<file path="config.mk">
export PLATFORM = sky130hd
export DESIGN_NAME = pe_psum_drain
export DESIGN_NICKNAME = d
export VERILOG_FILES = /design/src/rtl/pe_psum_drain.sv
export SDC_FILE = /design/constraint.sdc
export NUM_CORES = 1
export LEC_CHECK = 0
export CAP_MARGIN = 10
export CORE_ASPECT_RATIO = 0.8
export CORE_UTILIZATION = 35
export DETAILED_ROUTE_END_ITERATION = 10
export SLEW_MARGIN = 25
export SYNTH_ARGS = -nofsm -noshare
export SYNTH_HDL_FRONTEND = slang
export SYNTH_SLANG_ARGS = --single-unit
</file>
<file path="constraint.sdc">
create_clock -name i_clk -period 35.7 [get_ports i_clk]
set_input_delay 7.14 -clock i_clk [delete_from_list [all_inputs] [get_ports i_clk]]
set_output_delay 7.14 -clock i_clk [all_outputs]
set_load 0.01 [all_outputs]
</file>
<file path="src/rtl/pe_psum_drain.sv">
// pe_psum_drain: two-bank capture of one PE-array psum row with optional ReLU,
// serialized into a single-word valid/ready stream. Rows arriving with no free
// bank are discarded and latch a sticky overflow flag.
//
// state | meaning
// IDLE  | no bank ready to drain, o_valid low
// SEND  | presenting bank[rd_bank][col], advancing on each handshake
module pe_psum_drain #(
  parameter  int DATA_WIDTH    = 32,
  parameter  int NUMBER_PE_COL = 8,
  localparam int COL_W         = $clog2(NUMBER_PE_COL)
) (
  input  logic                  i_clk,
  input  logic                  i_rest_n,
  input  logic                  i_psum_valid,
  input  logic [DATA_WIDTH-1:0] i_psum [NUMBER_PE_COL],
  input  logic                  i_relu_en,
  output logic                  o_psum_ready,
  output logic [DATA_WIDTH-1:0] o_data,
  output logic [COL_W-1:0]      o_col_idx,
  output logic                  o_last,
  output logic                  o_valid,
  input  logic                  i_ready,
  output logic                  o_overflow
);

  typedef enum logic {S_IDLE = 1'b0, S_SEND = 1'b1} state_t;

  localparam logic [COL_W-1:0] LAST_COL = COL_W'(NUMBER_PE_COL - 1);

  state_t                state_q, state_d;
  logic [COL_W-1:0]      col_q, col_d;
  logic [1:0]            full_q, full_d;
  logic                  wr_bank_q, wr_bank_d;
  logic                  rd_bank_q, rd_bank_d;
  logic                  overflow_q, overflow_d;
  logic [DATA_WIDTH-1:0] bank_q [2][NUMBER_PE_COL];
  logic [DATA_WIDTH-1:0] row_d [NUMBER_PE_COL];

  logic capture;
  logic drop;
  logic fire;
  logic last_fire;
  logic other_bank;

  // Readiness comes only from registered flags, so a bank freed this cycle
  // becomes writable on the next one.
  assign o_psum_ready = !full_q[wr_bank_q];
  assign capture      = i_psum_valid && o_psum_ready;
  assign drop         = i_psum_valid && !o_psum_ready;
  assign fire         = (state_q == S_SEND) && i_ready;
  assign last_fire    = fire && (col_q == LAST_COL);
  assign other_bank   = ~rd_bank_q;
  assign o_overflow   = overflow_q;

  // ReLU by sign bit only: negative values, -0.0 and negative NaNs become +0.
  always_comb begin
    for (int c = 0; c < NUMBER_PE_COL; c++) begin
      row_d[c] = (i_relu_en && i_psum[c][DATA_WIDTH-1]) ? '0 : i_psum[c];
    end
  end

  // Bank bookkeeping: capture into wr_bank and release of rd_bank can coincide
  // because capture needs an empty bank and release a full one.
  always_comb begin
    full_d = full_q;
    if (last_fire) full_d[rd_bank_q] = 1'b0;
    if (capture)   full_d[wr_bank_q] = 1'b1;
    wr_bank_d  = capture ? ~wr_bank_q : wr_bank_q;
    overflow_d = overflow_q | drop;
  end

  // Read FSM next-state: stay in SEND across rows when the other bank is
  // already full so back-to-back rows stream without a bubble.
  always_comb begin
    state_d   = state_q;
    col_d     = col_q;
    rd_bank_d = rd_bank_q;
    case (state_q)
      S_IDLE: begin
        if (full_q[rd_bank_q]) begin
          state_d = S_SEND;
          col_d   = '0;
        end
      end
      S_SEND: begin
        if (last_fire) begin
          col_d     = '0;
          rd_bank_d = other_bank;
          if (!full_q[other_bank]) state_d = S_IDLE;
        end else if (fire) begin
          col_d = col_q + 1'b1;
        end
      end
      default: state_d = S_IDLE;
    endcase
  end

  // Read FSM outputs: data path is zeroed whenever no word is presented.
  always_comb begin
    o_valid   = 1'b0;
    o_data    = '0;
    o_col_idx = '0;
    o_last    = 1'b0;
    if (state_q == S_SEND) begin
      o_valid   = 1'b1;
      o_data    = bank_q[rd_bank_q][col_q];
      o_col_idx = col_q;
      o_last    = (col_q == LAST_COL);
    end
  end

  // State and control registers with synchronous active-low reset.
  always_ff @(posedge i_clk) begin
    if (!i_rest_n) begin
      state_q    <= S_IDLE;
      col_q      <= '0;
      full_q     <= '0;
      wr_bank_q  <= 1'b0;
      rd_bank_q  <= 1'b0;
      overflow_q <= 1'b0;
    end else begin
      state_q    <= state_d;
      col_q      <= col_d;
      full_q     <= full_d;
      wr_bank_q  <= wr_bank_d;
      rd_bank_q  <= rd_bank_d;
      overflow_q <= overflow_d;
    end
  end

  // Bank storage; contents are qualified by full_q, so no reset is needed.
  always_ff @(posedge i_clk) begin
    if (capture) begin
      for (int c = 0; c < NUMBER_PE_COL; c++) begin
        bank_q[wr_bank_q][c] <= row_d[c];
      end
    end
  end

endmodule

</file>
# [Word-level counts from Yosys, hierarchy flattened]
# Memories as Yosys holds them, arrays and structs flattened. A register that Yosys moved wholly into a read port is not among the register bits.
# Cells that the tools add are included.
[op_classes] eq_ne=3 n_addsub=1 mux=39 magnitude_cmp=6 n_bitwise=8 reduce_logical=17
[ops] operator="$mux 32" count=11
[ops] operator="$bmux 32 s3" count=1
[ops] operator="$mux 1" count=17
[ops] operator="$logic_and 1x1->1" count=14
[ops] operator="$mux 3" count=4
[ops] operator="$lt 1x2->1 const B" count=3
[ops] operator="$pmux 3 s2" count=1
[ops] operator="$ge 4x4->1 const B" count=1
[ops] operator="$mux 2" count=2
[ops] operator="$not 3->4" count=1
[ops] operator="$reduce_and 2->1" count=2
[ops] operator="$add 3x1->3 const B" count=1
[ops] operator="$eq 3x3->1 const B" count=1
[ops] operator="$ne 3x1->1 const B" count=1
[ops] operator="$not 1->1" count=3
[ops] operator="$and 2x2->2" count=1
[ops] operator="$demux 1 s1" count=2
[ops] operator="$ge 1x1->1 const B" count=2
[ops] operator="$ne 2x2->1 const B" count=1
[ops] operator="$not 2->2" count=1
[ops] operator="$or 2x2->2" count=1
[ops] operator="$pmux 1 s2" count=1
[ops] operator="$logic_not 1->1" count=1
[ops] operator="$or 1x1->1" count=1
[totals] ram_bits=512 memories=1 out_inout_bits=39 wordCells=81 register_bits=9 in_bits=261
[mem_list] name="bank_q" depth=2 word_bits=256 rd=1 rd_ports_with_merged_regs=1 wr=1 line="37" text="logic [DATA_WIDTH-1:0] bank_q [2][NUMBER_PE_COL];"

# [Logic depth before layout (Yosys ltp)]
# Gate-level depths: netlist of the first run.
[depth] depth_word=9 ltp_mapped=7 depth_no_buf=5

# [Worst setup path after synthesis of the first run]
# Ideal clock, no wire load.
[synth_path] path_type="input to register" startpoint="input i_psum_valid" endpoint="register full_q[0]" setup_time_ns=0.143 t_required_ns=35.557 arrival_time_ns=26.693 path_slack_ns=8.864 path_buffers=0 path_stages=2 cell_sequence="nor3b_1 -> o21a_1"
[synth_via] elab_chain_cells=2
[synth_lines] item="start: declaration" line="15" text="input logic i_psum_valid,"
[synth_lines] item="$logic_and 1x1->1" line="49" text="assign capture = i_psum_valid && o_psum_ready;"
[synth_lines] item="$mux 2" line="68" text="if (capture) full_d[wr_bank_q] = 1'b1;"
[synth_lines] item="end signal: assignment" line="125" text="full_q <= full_d;"
[synth_lines] item="end: declaration" line="33" text="logic [1:0] full_q, full_d;"
# Every way passes these cells.
# A chain may end at the register's enable or synchronous reset.

==> results.md, run 1 <==
- Transition time at the pin with the least slew margin: about 1.1 ns
- Area enclosed by the die boundary: about 64,000 um^2
- Required time at the worst-slack endpoint: roughly 29 ns
- Total number of yosys warnings: 0
- Via-per-instance ratio: roughly 5.0
- Post-synthesis sequential area ratio: between 70% and 80%
- Reg-to-Reg End: bank_q[1][64]
- CP Max Fanout: 98
- Count of buffers inserted at the top-level ports: about 300
- HP Class: reg2reg
- Fin Setup TNS: 0 ns
- Share of post-route cells with drive strength above 1: 8.10%
- Die extent in x: ~280 um
- Ys async rst share: 0%
- Vias after detailed routing: approximately 13k
- Antenna-violating nets left: 0
- Number of cell instances on the worst register-to-register path: 3
- Clock sinks: 522
- Destination of the critical timing path: o_data[26]
- Primary FF master, synth: sky130_fd_sc_hd__edfxtp_1
- Placed Instance Area: about 26,000 um^2
- Number of buffers created by CTS: 54
- Largest net degree at the start of global routing: roughly 130
- Maximum resistive drop on vdd: around 0.033 mV
- Cell area power density: ~51 nW/um^2
- Total Wirelength: 59.6 mm
- Worst Hold Slack: between 0.4 and 0.5 ns
- Clock tree from TritonCTS: done
- Clock Root Buffer: sky130_fd_sc_hd__clkbuf_16
- Kind of start point of the critical path: flip-flop
- Detailed router's first-iteration violation count: 960
- Clock network fraction of total power: 38.5%
- Kind of critical path: reg2out
- GRT Residual Overflow: 0
- Hold bufs inserted after CTS: 0
- Cells after Synth: 1,325
- Setup skew after layout: about 0.038 ns
- Maximum capacitance violations: 0
- Distinct cell type count after synthesis: 32
- Top-count cell post-synth: sky130_fd_sc_hd__edfxtp_1
- Final count of hold timing violations: 0
- Final Cell Area: 27,400 um^2
- Proportion of netlist area held by the largest area contributor: roughly 70%
- Routability Congestion: slightly below 0.8
- First-pass GRT wire length: 85.4 mm
- Library cell with the largest summed area after synthesis: sky130_fd_sc_hd__edfxtp_1
- Detailed-route DRC error count: 0
- Clk Latency, worst-skew pair: 0.60 ns
- Cell with the largest stage delay on the worst path: sky130_fd_sc_hd__dfxtp_4
- Count of pins over their slew limit: 0
- Result of the run: finished, final reports clean
- Most frequent cells after synthesis: sky130_fd_sc_hd__edfxtp_1, sky130_fd_sc_hd__and2_1, sky130_fd_sc_hd__mux2i_1, sky130_fd_sc_hd__a22oi_1, sky130_fd_sc_hd__clkbuf_1
- Leakage power summed over all cells: ~8.6 nW
- Reg clk slew, reported paths: 0.06 ns
- Overall global routing resource usage: around a fifth
- H-tree depth reported by CTS: 2
- Switching part of the total: between 20% and 30%
- Core Box Area: slightly above 60,000 um^2
- Ranking of synthesized cells by area: sky130_fd_sc_hd__edfxtp_1, sky130_fd_sc_hd__mux2i_1, sky130_fd_sc_hd__and2_1, sky130_fd_sc_hd__a22oi_1, sky130_fd_sc_hd__mux4_2
- Unrepaired setup endpoints after global routing: false
- Max Clock Freq: ~90 MHz
- Cell internal power dissipation: between 1 and 1.5 mW
- Startpoint of the most critical register-to-register path: full_q[1]
- Cells on Worst Hold Path: 1
- Buffers from clock root to sink, at most: 3
- Shortest clock period the worst path allows after layout: between 10 and 15 ns
- Number of top-level pins: 300
- Area of the mapped netlist: ~22,000 um^2
- Area grow syn2layout: 24.8%
- Height of the die: 226 um
- Syn avg cell area: about 17 um^2
- Post-cts gate resize count: 0
- Proportion of power drawn by combinational gates: 9.1%
- Number of antenna violations at the first check in global routing: 7
- Setup-failing EPs final: 0
- Number of setup buffers added after CTS: 0
- Switching component of the power: ~0.31 mW
- Total half-perimeter wirelength after legalization and detailed placement: 38.9 mm
- Sequence of cells on the critical path: buf_12 > buf_16 > mux2i_1 > a22oi_1 > nand3_1 > o21ai_0 > clkdlybuf4s50_1
- Number of placement rows: 81
- Share of power burned in registers: 52.4%
- CP peak stage delay: roughly 0.84 ns
- Worst path depth: 7
- Average routed wire per standard cell: around 24 um
- Sum of buffers and inverters on the critical path: 3
- Number of flops mapped to enable cells by yosys: 512
- Number of global-route vias before repair: 12.9k
- First-pass iteration count of the detailed router: 5
- Worst slew margin relative to its limit: around 28%
- Ratio of final minimum period to clock period: between 30% and 40%
- Mapped Nets: about 1.6k
- Crit-path leading delay family: buffers and inverters
- Register bit count reported by yosys: between 500 and 600
- Initial cell density of the core: a little over a third
- Worst R2R Setup Slack: approximately 33 ns
- Type of element capturing the critical path: output pin
- Data arrival, critical path: 4.14 ns
- Post-layout net count: about 1.9k
per-layer routing:
layer	part of all wire [%]	vias to the layer above	track usage, %
li1	-	5678	-
met1	44	6332	26.2
met2	47	440	30.1
met3	6.8	59	3.30
met4	1.5	2	4.07
met5	0.012	-	0
cell families (layout without fill, tap and decap cells):
logic type                 after synthesis  count (layout)  share of synthesized area (%)
other                                    0               4                              0
adders and majority gates                2               2                          0.114
xor gates and xnor gates                 1               1                         0.0399
muxes                                  242             242                           13.1
DFF                                    522             522                           71.0
buffers and inverters                   87             417                           2.38
and+or+nand+nor                        333             333                           9.02
AOI/OAI and AO/OA                      138             138                           4.34
layout make-up:
class / count / area [um^2]
multi-input combinational: 716 / 5880
sequential: 522 / 15600
clock inverter: 28 / 244
inverter: 2 / 15.0
antenna: 4 / 10.0
tap: 830 / 1040
timing repair buffer: 320 / 3190
clock buffer: 67 / 1420
fill: 5421 / 34100
power by group through the flow:
| stage | logic [mW] | clock network (mW) | registers (mW) |
|---|---|---|---|
| floorplan | 0.0599 | 0 | 0.763 |
| global placement | 0.127 | 0 | 0.744 |
| detailed placement | 0.128 | 0 | 0.746 |
| CTS | 0.129 | 0.549 | 0.734 |
| global route | 0.137 | 0.573 | 0.736 |
| finish | 0.127 | 0.539 | 0.733 |
sequential cells by signal, indices dropped and copies added (netlist names), named ones only:
register,cells
state_q,1
col_q,3
o_overflow,1
bank_q,512
wr_bank_q,1
rd_bank_q,1
full_q,2
cell usage in the layout (no fill, tap or decap), types with 10 or more instances in the layout:
| cell | count |
|---|---|
| sky130_fd_sc_hd__mux4_2 | 26 |
| sky130_fd_sc_hd__clkbuf_1 | 12 |
| sky130_fd_sc_hd__edfxtp_1 | 512 |
| sky130_fd_sc_hd__clkdlybuf4s50_1 | 299 |
| sky130_fd_sc_hd__clkinv_2 | 10 |
| sky130_fd_sc_hd__and2_1 | 253 |
| sky130_fd_sc_hd__buf_4 | 16 |
| sky130_fd_sc_hd__nor2b_1 | 11 |
| sky130_fd_sc_hd__clkinv_1 | 10 |
| sky130_fd_sc_hd__nand3_1 | 33 |
| sky130_fd_sc_hd__o21ai_0 | 28 |
| sky130_fd_sc_hd__a22oi_1 | 94 |
| sky130_fd_sc_hd__nand2_1 | 22 |
| sky130_fd_sc_hd__clkbuf_16 | 55 |
| sky130_fd_sc_hd__mux2i_1 | 207 |
through the flow:
| step | utilization [%] | instances | power [mW] | setup WS [ns] |
|---|---|---|---|---|
| floorplan | - | 1325 | 0.823 | 8.86 |
| global placement | 41.7 | 2389 | 0.871 | 25.08 |
| detailed placement | 41.7 | 2389 | 0.875 | 25.05 |
| CTS | 44.4 | 2484 | 1.41 | 24.38 |
| global route | 44.5 | 2485 | 1.45 | 24.22 |
| finish | 44.5 | 2489 | 1.40 | 24.42 |
how the worst min path moves through the flow:
stage,start,endpoint
after floorplan,col_q[2],col_q[2]
after global placement,o_overflow,o_overflow
after detailed placement,o_overflow,o_overflow
after CTS,o_overflow,o_overflow
after global routing,o_overflow,o_overflow
final,o_overflow,o_overflow
Note: power is estimated with default switching activity, not from simulation.
==> inputs of run 2 (changes only) <==
clock period = 9.1 ns   (was 35.7 ns; I/O delays follow)
==> run 2 against run 1 <==
Against the previous run:
- design area about the same
- clock skew decreased by 0.017 ns
- hold slack better by 0.0059 ns
- sequential share of layout area is essentially flat
- largest cell class unchanged
- flip-flop and latch count stayed put
==> results.md, run 2 (synthesis gave the netlist of run 1 again) <==
- Worst slew margin relative to its limit: between 20% and 30%
- Reg-to-Reg End: bank_q[1][234]
- Worst min-delay path startpoint: o_overflow
- Count of pins over their slew limit: 0
- Hold bufs inserted after CTS: 0
- Data arrival, critical path: ~4.0 ns
- H-tree depth reported by CTS: 2
- Total Wirelength: 59.6 mm
- Number of flip-flops under the largest register name: approximately 510
- Count of buffers inserted at the top-level ports: roughly 300
- Area grow syn2layout: 24.7%
- Core Box Area: ~62,000 um^2
- Number of buffers created by CTS: 54
- Number of cell instances on the worst register-to-register path: 3
- Cells on Worst Hold Path: 1
- Largest net degree at the start of global routing: 154
- Kind of start point of the critical path: flip-flop
- Setup-failing EPs final: 0
- Maximum resistive drop on vdd: 0.135 mV
- Number of top-level pins: 300
- Max Clock Freq: 172 MHz
- Number of global-route vias before repair: between 10k and 15k
- Clk Latency, worst-skew pair: 0.59 ns
- Vias after detailed routing: roughly 12k
- Reg clk slew, reported paths: approximately 0.06 ns
- Number of fillers in the final layout: 5,444
- Via-per-instance ratio: between 5 and 6
- Required time at the worst-slack endpoint: approximately 7.3 ns
- Clock sinks: between 500 and 600
- Clock Root Buffer: sky130_fd_sc_hd__clkbuf_16
- Worst R2R Setup Slack: between 6 and 7 ns
- Height of the die: ~230 um
- Endpoint of the worst hold path: o_overflow
- Die extent in x: 282 um
- Share of post-route cells with drive strength above 1: a little over 8%
- Kind of critical path: reg2out
- Non-filler cells, final: 2,488
- Routability Congestion: around 0.8
- Post-layout net count: around 1.9k
- Most used cells in the layout excluding fill and tap cells: sky130_fd_sc_hd__edfxtp_1, sky130_fd_sc_hd__clkdlybuf4s50_1, sky130_fd_sc_hd__and2_1
- Transition time at the pin with the least slew margin: 1.06 ns
- Final Cell Area: ~27,000 um^2
- GRT Residual Overflow: 0
- Cell area power density: 200 nW/um^2
- Unrepaired setup endpoints after global routing: false
- Overall global routing resource usage: 18.5%
- Cell count after placement: about 2.4k
- Shortest clock period the worst path allows after layout: 5.81 ns
- Total half-perimeter wirelength after legalization and detailed placement: 39.5 mm
- Area enclosed by the die boundary: ~64,000 um^2
- Maximum capacitance violations: 0
- Type of element capturing the critical path: output pin
- Placement Setup Slack: about 4 ns
- Final count of hold timing violations: 0
- CP Max Fanout: 100
- Setup skew after layout: 0.0208 ns
- Detailed router's first-iteration violation count: 1,047
- Number of placement rows: slightly above 80
- Result of the run: finished, final reports clean
- Worst Hold Slack: 0.476 ns
- Clock tree from TritonCTS: done
- Buffers from clock root to sink, at most: 3
- Final WS setup: about 3.3 ns
- Number of antenna violations at the first check in global routing: 5
- HP Class: reg2reg
- Top register by number of flip-flops: bank_q
- Ratio of final minimum period to clock period: 63.9%
- Average routed wire per standard cell: ~24 um
- First-pass GRT wire length: 84.6 mm
- Post-cts gate resize count: 0
- First-pass iteration count of the detailed router: 5
- Startpoint of the most critical register-to-register path: wr_bank_q
- Largest registers: bank_q (512), col_q (3), full_q (2)
- Initial cell density of the core: a little over a third
- Antenna-violating nets left: 0
- Placed Instance Area: about 26,000 um^2
- Leakage power summed over all cells: ~8.6 nW
- Number of setup buffers added after CTS: 0
- Most frequent standard cell in the layout excluding fill and tap cells: sky130_fd_sc_hd__edfxtp_1
- Detailed-route DRC error count: 0
- Fin Setup TNS: 0 ns
-- run 2: changes by cell type in the layout (fill, tap and decap cells not counted), moves of 2 or more --
| cell | delta |
|---|---|
| sky130_fd_sc_hd__diode_2 | -2 |
| sky130_fd_sc_hd__clkinv_1 | +3 |
| sky130_fd_sc_hd__buf_6 | -2 |
| sky130_fd_sc_hd__clkbuf_1 | -4 |
| sky130_fd_sc_hd__clkinvlp_4 | +3 |
| sky130_fd_sc_hd__buf_12 | +2 |
-- run 2: final cells by class --
| cell class | count | area [um^2] | share of cell area [%] |
|---|---|---|---|
| diodes | 2 | 5.00 | 0.0183 |
| clock buffers | 63 | 1410 | 5.14 |
| clock inverters | 34 | 250 | 0.914 |
| inverters | 2 | 15.0 | 0.0549 |
| multi-input cells | 716 | 5880 | 21.5 |
| flip-flops and latches | 522 | 15600 | 56.9 |
| well taps | 830 | 1040 | 3.79 |
| repair buffers | 319 | 3180 | 11.6 |
-- run 2: how the worst max path moves through the flow --
stage / cells after the start / slack (ns) / startpoint / endpoint
2_1_floorplan: 1 / 0.32 / i_psum_valid / bank_q[0][0]
3_3_place_gp: 5 / 3.88 / flip-flop / o_data[31]
3_5_place_dp: 5 / 3.90 / flip-flop / o_data[16]
4_1_cts: 5 / 3.25 / flip-flop / o_data[16]
5_1_grt: 6 / 3.06 / flip-flop / o_data[20]
6_report: 6 / 3.29 / flip-flop / o_data[20]
-- run 2: worst max-delay path: stages, from the launching register on --
cell and delay (ns):
sky130_fd_sc_hd__dfxtp_4 0.99, sky130_fd_sc_hd__buf_12 0.58, sky130_fd_sc_hd__mux2i_1 0.28, sky130_fd_sc_hd__a22oi_1 0.34, sky130_fd_sc_hd__nand3_1 0.13, sky130_fd_sc_hd__o21ai_1 0.25
sky130_fd_sc_hd__clkdlybuf4s50_1 0.61
-- run 2: routing by layer --
layer / vias to the layer above / routed length, um / track usage, %
met5: - / 13 / 0
met4: 2 / 1170 / 4.84
met3: 76 / 3950 / 3.41
met2: 425 / 28400 / 29.8
met1: 6275 / 26200 / 25.6
li1: 5676 / - / -
-- run 2: report_power, final --
group | internal (mW) | total, mW | switching [mW] | leakage [nW]
clock | 1.19 | 2.09 | 0.904 | 0.807
combinational | 0.224 | 0.504 | 0.280 | 2.86
sequential | 2.84 | 2.88 | 0.0370 | 4.91
-- run 2: stage by stage --
stage               utilization, %  total power [mW]
floorplan                        -              3.18
global placement              41.8              3.43
detailed placement            41.8              3.44
CTS                           44.5              5.53
global route                  44.5              5.66
finish                        44.5              5.47
